### config.mk
export PLATFORM = sky130hd
export DESIGN_NAME = alu_issue_ctrl
export DESIGN_NICKNAME = d
export VERILOG_FILES = /design/src/rtl/alu_issue_ctrl.sv
export SDC_FILE = /design/constraint.sdc
export NUM_CORES = 1
export LEC_CHECK = 0
export BUFFER_PORTS_ARGS = -buffer_cell sky130_fd_sc_hd__buf_2
export CORE_ASPECT_RATIO = 0.6
export CORE_UTILIZATION = 60
export DETAILED_ROUTE_END_ITERATION = 10
export PLACE_DENSITY = 0.89
export SYNTH_ARGS = -nofsm -noshare
export SYNTH_HDL_FRONTEND = slang
export SYNTH_SLANG_ARGS = --single-unit
### constraint.sdc
create_clock -name clk -period 5.9 [get_ports clk]
set_input_delay 0.295 -clock clk [delete_from_list [all_inputs] [get_ports clk]]
set_output_delay 0.295 -clock clk [all_outputs]
set_load 0.01 [all_outputs]
### src/rtl/alu_issue_ctrl.sv
// Issue controller in front of the registered 16-bit ALU: 8-entry register file, operand/opcode
// staging and writeback. Optional flag capture (FLAG state, zero_flag) is built with ALU_FLAG_CAPTURE_EN.
module alu_issue_ctrl #(
    parameter int DWIDTH = 16,
    parameter int AWIDTH = 3
) (
    input  logic              clk,
    input  logic              rst,
    input  logic              instr_valid,
    input  logic [15:0]       instr,
    output logic              instr_ready,
    input  logic              wr_en,
    input  logic [AWIDTH-1:0] wr_addr,
    input  logic [DWIDTH-1:0] wr_data,
    input  logic [AWIDTH-1:0] rd_addr,
    output logic [DWIDTH-1:0] rd_data,
    output logic [DWIDTH-1:0] operand1,
    output logic [DWIDTH-1:0] operand2,
    output logic [3:0]        operation,
    input  logic [DWIDTH-1:0] alu_dout,
    input  logic              alu_z,
    output logic [DWIDTH-1:0] result,
    output logic              zero_flag,
    output logic              done,
    output logic              illegal
);

    localparam int NREGS = 1 << AWIDTH;

    typedef enum logic [1:0] {
        ST_IDLE    = 2'd0,
        ST_EXEC    = 2'd1,
`ifdef ALU_FLAG_CAPTURE_EN
        ST_CAPTURE = 2'd2,
        ST_FLAG    = 2'd3
`else
        ST_CAPTURE = 2'd2
`endif
    } state_t;

    function automatic logic op_legal(input logic [3:0] op);
        return (op <= 4'd6);
    endfunction

    state_t            state_r;
    state_t            state_s;
    logic [DWIDTH-1:0] regs_r [NREGS];
    logic [AWIDTH-1:0] rd_r;
    logic [DWIDTH-1:0] operand1_r;
    logic [DWIDTH-1:0] operand2_r;
    logic [3:0]        operation_r;
    logic [DWIDTH-1:0] result_r;
    logic              zero_flag_r;
    logic              done_r;
    logic              illegal_r;

    logic              accept_s;
    logic              legal_s;
    logic              load_s;
    logic              illegal_set_s;
    logic              wb_s;
    logic              flag_s;
    logic              done_set_s;
    logic [2:0]        unused_instr_bits_s;

    assign accept_s            = instr_valid && (state_r == ST_IDLE);
    assign legal_s             = op_legal(instr[15:12]);
    assign unused_instr_bits_s = {instr[11], instr[7], instr[3]};

`ifndef ALU_FLAG_CAPTURE_EN
    logic unused_alu_z_s;
    assign unused_alu_z_s = alu_z;
`endif

    // State register.
    always_ff @(posedge clk or posedge rst) begin
        if (rst) begin
            state_r <= ST_IDLE;
        end else begin
            state_r <= state_s;
        end
    end

    // Next-state decode.
    always_comb begin
        state_s = state_r;
        case (state_r)
            ST_IDLE: begin
                if (accept_s && legal_s) begin
                    state_s = ST_EXEC;
                end else begin
                    state_s = ST_IDLE;
                end
            end
            ST_EXEC:    state_s = ST_CAPTURE;
`ifdef ALU_FLAG_CAPTURE_EN
            ST_CAPTURE: state_s = ST_FLAG;
            ST_FLAG:    state_s = ST_IDLE;
`else
            ST_CAPTURE: state_s = ST_IDLE;
`endif
            default:    state_s = ST_IDLE;
        endcase
    end

    // Per-state datapath strobes.
    always_comb begin
        load_s        = 1'b0;
        illegal_set_s = 1'b0;
        wb_s          = 1'b0;
        flag_s        = 1'b0;
        done_set_s    = 1'b0;
        case (state_r)
            ST_IDLE: begin
                if (accept_s) begin
                    load_s        = legal_s;
                    illegal_set_s = !legal_s;
                end else begin
                    load_s        = 1'b0;
                    illegal_set_s = 1'b0;
                end
            end
            ST_EXEC: begin
                load_s = 1'b0;
            end
            ST_CAPTURE: begin
                wb_s = 1'b1;
`ifndef ALU_FLAG_CAPTURE_EN
                done_set_s = 1'b1;
`endif
            end
`ifdef ALU_FLAG_CAPTURE_EN
            ST_FLAG: begin
                flag_s     = 1'b1;
                done_set_s = 1'b1;
            end
`endif
            default: begin
                load_s = 1'b0;
            end
        endcase
    end

    // Register file: writeback is ordered after the host write so it wins on a shared address.
    always_ff @(posedge clk or posedge rst) begin
        if (rst) begin
            for (int i = 0; i < NREGS; i++) begin
                regs_r[i] <= '0;
            end
        end else begin
            for (int i = 0; i < NREGS; i++) begin
                if (wb_s && (rd_r == AWIDTH'(i))) begin
                    regs_r[i] <= alu_dout;
                end else if (wr_en && (wr_addr == AWIDTH'(i))) begin
                    regs_r[i] <= wr_data;
                end else begin
                    regs_r[i] <= regs_r[i];
                end
            end
        end
    end

    // Operand staging; held until the next accept so the ALU output stays stable.
    always_ff @(posedge clk or posedge rst) begin
        if (rst) begin
            operand1_r  <= '0;
            operand2_r  <= '0;
            operation_r <= 4'd0;
            rd_r        <= '0;
        end else if (load_s) begin
            operand1_r  <= regs_r[instr[6:4]];
            operand2_r  <= regs_r[instr[2:0]];
            operation_r <= instr[15:12];
            rd_r        <= AWIDTH'(instr[10:8]);
        end else begin
            operand1_r  <= operand1_r;
            operand2_r  <= operand2_r;
            operation_r <= operation_r;
            rd_r        <= rd_r;
        end
    end

    // Result, flag and status pulses.
    always_ff @(posedge clk or posedge rst) begin
        if (rst) begin
            result_r    <= '0;
            zero_flag_r <= 1'b0;
            done_r      <= 1'b0;
            illegal_r   <= 1'b0;
        end else begin
            done_r    <= done_set_s;
            illegal_r <= illegal_set_s;
            if (wb_s) begin
                result_r <= alu_dout;
            end else begin
                result_r <= result_r;
            end
`ifdef ALU_FLAG_CAPTURE_EN
            if (flag_s) begin
                zero_flag_r <= ~alu_z;
            end else begin
                zero_flag_r <= zero_flag_r;
            end
`else
            zero_flag_r <= flag_s;
`endif
        end
    end

    assign instr_ready = (state_r == ST_IDLE);
    assign rd_data     = regs_r[rd_addr];
    assign operand1    = operand1_r;
    assign operand2    = operand2_r;
    assign operation   = operation_r;
    assign result      = result_r;
    assign zero_flag   = zero_flag_r;
    assign done        = done_r;
    assign illegal     = illegal_r;

endmodule

Word-level counts from Yosys, hierarchy flattened
Index checks and enable logic that the tools add are counted.
Storage, ports and cells
  register bits: 187
  latch bits: 0
  memory bits (writable): 0
  memory bits (read-only): 0
  input bits: 59
  output and inout port bits: 72
  word-level logic and storage cells: 101
  memories kept: 0
Operators by class
  add/sub/neg operators: 0
  $mul: 0
  divide/modulo/power cells: 0
  magnitude comparators: 4
  eq/ne operators: 16
  shift-type cells: 0
  muxes and demuxes: 32
  bitwise logic cells: 3
  reductions and logical operators: 30
Operator list (number)
  2-to-1 mux 16 bit: 22
  binary-select mux 16 bit (select 3 bit): 3
  equality test 3 bit (second input constant): 8
  logical AND 1 bit: 18
  nonzero test 2 bit: 8
  equality test 3 x 2 -> 1 bit (second input constant): 4
  greater-or-equal comparator 4 bit (second input constant): 3
  inverter 3 -> 4 bit: 3
  equality test 3 x 1 -> 1 bit (second input constant): 2
  logical NOT 3 bit: 2
  2-to-1 mux 1 bit: 6
  <= comparator 4 x 3 -> 1 bit (second input constant): 1
  case mux 2 bit (2 select lines): 1
  equality test 2 x 1 -> 1 bit (second input constant): 1
  equality test 2 bit (second input constant): 1
  logical NOT 2 bit: 1
  logical NOT 1 bit: 1

Logic depth before layout (Yosys ltp)
  depth after elaboration: 5
  mapped depth: 6
  depth with buffers taken out: 3

Worst setup path before layout
Ideal clock, no wire load.
  kind: input -> output
  start point: input port rd_addr[0]
  end point: output port rd_data[0]
  data arrival time: 1.625 ns
  required time: 5.605 ns
  slack: 3.980 ns
  cell stages on the path: 4
  path buffers: 2
  cell sequence: clkbuf_1 buf_2 mux4_2 mux2_2
On the way
  word-level cells in the longest chain between the ends: 4
Ends and longest elaborated chain
  start, declared: line 15  | input logic [AWIDTH-1:0] rd_addr,
  inverter 3 -> 4 bit (implied by the code): line 211  | assign rd_data = regs_r[rd_addr];
  binary-select mux 16 bit (select 3 bit): line 211
  2-to-1 mux 16 bit (implied by the code) (2 in series): line 211
  end, declared: line 16  | output logic [DWIDTH-1:0] rd_data,
No other way between the ends. The select of a mux whose other input is x is not followed.

Worst setup path in the final report
  start point: register state_r[0]
  end point: register regs_r[26] (netlist name)
On the way
  word-level cells in the longest chain between the ends: 4
  elaborated cells between the ends (all ways): 5
  those cells by class: 1 x eq/ne; 2 x mux; 2 x reduce/logical
Ends and longest elaborated chain
  start, declared: line 45  | state_t state_r;
  start signal, assigned: line 80  | state_r <= state_s;
  equality test 2 bit (*): line 113  | case (state_r)
  2-to-1 mux 1 bit (*): line 113
  logical AND 1 bit (*): line 152  | if (wb_s && (rd_r == AWIDTH'(i))) begin
  2-to-1 mux 16 bit / nonzero test 2 bit (equally long branches)
  end signal, assigned by index: line 153  | regs_r[i] <= alu_dout;
  end signal, assigned by index: line 155  | regs_r[i] <= wr_data;
  end signal, assigned by index: line 157  | regs_r[i] <= regs_r[i];
  end, declared: line 47  | logic [DWIDTH-1:0] regs_r [NREGS];
Every way passes the cells marked *; elsewhere a longest branch is shown, timed or not.
A chain may end at the register's enable or synchronous reset.

==> flow_metrics.env <==
export IMPL_reg2reg_slack_ps=3230
export IMPL_drive_gt1_share_pct=73.2
export IMPL_p_per_area_nw_per_um2=417
export IMPL_layout_nets=884
export IMPL_maxSlewHeadroom_pct=18.7
export IMPL_grt_pass1_wl_microns=47300
export IMPL_hold_buffers=0
export IMPL_final_period_utilization_pct=45.2
export IMPL_initial_utilization_pct=62.5
export IMPL_end_kind="flop"
export IMPL_synth_top_cell_area_share_pct=40.6
export IMPL_drc=0
export IMPL_ctsRootBufferMaster="clkbuf_16"
export IMPL_path_buf_inv=1
export IMPL_clock_path_buffers=2
export IMPL_rsz0062_at_grt="false"
export IMPL_synth_flop_cell="dfrtp_1"
export IMPL_use_met1_pct=44.1
export IMPL_ys_types=26
export IMPL_ant_nets=0
export IMPL_cts_num_sinks=187
export IMPL_io_pins=131
export IMPL_cts_resized=0
export IMPL_wl_per_cell_microns=28.7
export IMPL_syn_inst=728
export IMPL_syn_to_final_growth_pct=11.8
export IMPL_cp_slowest_stage_delay_ps=960
export IMPL_fin_crit_ps=2670
export IMPL_vias=7620
export IMPL_yosysWarnings=0
export IMPL_grt_busiest_layer="met2"
export IMPL_slew_violations=0
export IMPL_maxCapViolations=0
export IMPL_r2r_end="regs_r[26]$_DFFE_PP0P_"
export IMPL_grt_use_met3_pct=9.04
export IMPL_netlist_area_sq_um=11500
export IMPL_fp_dieW_microns=181
export IMPL_fillers=1222
export IMPL_clock_latency_ps=440
export IMPL_fmax_mhz=375
export IMPL_setup_violations=0
export IMPL_crit_type="flop to flop"
export IMPL_ys_ff_latch=187
export IMPL_reg2reg_depth=4
export IMPL_hold_viol=0
export IMPL_final_cells=1078
export IMPL_ys_seq_area_share_pct=40.6
export IMPL_antenna_found_initial=0
export IMPL_grt_max_degree=108
export IMPL_final_cell_mix="mux2_2, dfrtp_1, buf_2, mux4_2"
export IMPL_cp_max_fo=21
export IMPL_cp_arrival_ps=2980
export IMPL_core_sq_um=18400
export IMPL_finClkSkew_ps=14.9
export IMPL_dieHeight_microns=109
export IMPL_async_flop_share_pct=100
export IMPL_grtUsageMet2_pct=51.5
export IMPL_portBuffers=125
export IMPL_drt_iter0_markers=800
export IMPL_status="finished, final reports clean"
export IMPL_htreeDepth=4
export IMPL_cts_setup_buffers=0
export IMPL_required_ps=6210
export IMPL_syn_num_nets=787
export IMPL_overflow=0
export IMPL_cp_start_kind="flop"
export IMPL_via_per_inst=7.07
export IMPL_ir_drop_uv=232
export IMPL_tightest_slew_ps=1220
export IMPL_grt_pass1_vias=7932
export IMPL_worst_hold_path_type="input pin to asynchronous set/reset pin"
export IMPL_slowest_stage="nand3_1"
export IMPL_power_leakage_uw=0.00531
export IMPL_cts_made_buffers=17
export IMPL_first_pass_iters=5
export IMPL_die_area_sq_um=19800
export IMPL_n_antenna_cell=0
export IMPL_synth_edf_count=0
export IMPL_critPathTopFamily="simple AND/OR/NAND/NOR gates"
export IMPL_gp_congestion=0.849
export IMPL_synth_area_per_cell_sq_um=15.8
export IMPL_synth_area_leaders="dfrtp_1, mux2_2, mux4_2"
export IMPL_crit_path_cell_trace="nor2b_2, buf_4, nand3_1, mux2_2"
export IMPL_cts_tree="done"
export IMPL_dpl_cell_count=1046
export IMPL_final_common_cell="mux2_2"
export IMPL_wl_microns=30900
export IMPL_grtUsageTotal_pct=32.8
export IMPL_tns_ps=0
export IMPL_worstReg2RegStart="state_r[0]$_DFF_PP0_"
export IMPL_num_rows=38
export IMPL_dp_hpwl_microns=18900
export IMPL_yosysTopAreaCell="dfrtp_1"
export IMPL_path_clk_slew_ps=80
worst max-delay path by stage:
stage,start,endpoint,cells past startpoint
floorplan,rst,done$_DFF_PP0_,1
global placement,state_r[0]$_DFF_PP0_,regs_r[21]$_DFFE_PP0P_,4
detailed placement,state_r[0]$_DFF_PP0_,regs_r[18]$_DFFE_PP0P_,4
CTS,state_r[0]$_DFF_PP0_,regs_r[18]$_DFFE_PP0P_,4
global route,state_r[0]$_DFF_PP0_,regs_r[26]$_DFFE_PP0P_,4
finish,state_r[0]$_DFF_PP0_,regs_r[26]$_DFFE_PP0P_,4
cells by family after synthesis:
family | after synthesis | share of synthesized area (%)
multiplexers | 454 | 54.5
flip-flops | 187 | 40.6
buffers and inverters | 58 | 3.05
AND/OR/NAND/NOR | 27 | 1.85
AO/OA/AOI/OAI | 1 | 0.0543
other | 1 | 0.0325
flip-flops by register name, indices dropped and copies added, names as in the netlist:
name	flops
done	1
regs_r	128
state_r	2
illegal	1
rd_r	3
result	16
operand2	16
operation	4
operand1	16
stage by stage:
step                instance area [sq um]  utilization, %  hold slack (ps)  worst slack [ps]  total power (uW)
finish                              12900            69.9             26.6              3230              5380
global placement                    12200            66.4              443              3390              3880
floorplan                           11500               -              408               520              3450
detailed placement                  12200            66.4              466              3260              4060
global route                        12900            69.9             89.1              3170              5610
CTS                                 12900            69.9             80.0              3260              5370
cell usage after synthesis (2+ instances only):
cell type	instances
nor2_1	3
buf_12	2
mux4_1	17
nand2_1	4
mux2_2	350
nor4bb_1	3
dfrtp_1	187
buf_4	5
buf_6	7
nand3_1	4
nor2b_1	5
clkbuf_1	14
nand4b_2	3
buf_1	5
mux4_2	79
buf_2	24
mux2_4	7
where the power goes:
part / switching, uW / internal [uW] / total [uW]
Sequential: 447 / 1750 / 2200
Clock: 525 / 770 / 1300
Combinational: 670 / 1220 / 1890
Total: 1640 / 3730 / 5380
layer usage:
metal,routed length [microns],share of wire (%)
met1,12800,41
met2,14400,46
met3,2930,9.5
met4,813,2.6
met5,0,0
layout make-up:
class	instances	area, sq um	area share (%)
clock inverters	12	209	1.62
clock buffers	20	447	3.46
well taps	240	300	2.33
flip-flops and latches	187	4680	36.3
repair buffers	135	701	5.43
inverters	1	8.76	0.0679
multi-input cells	483	6560	50.8
(Power assumes the default switching activity.)
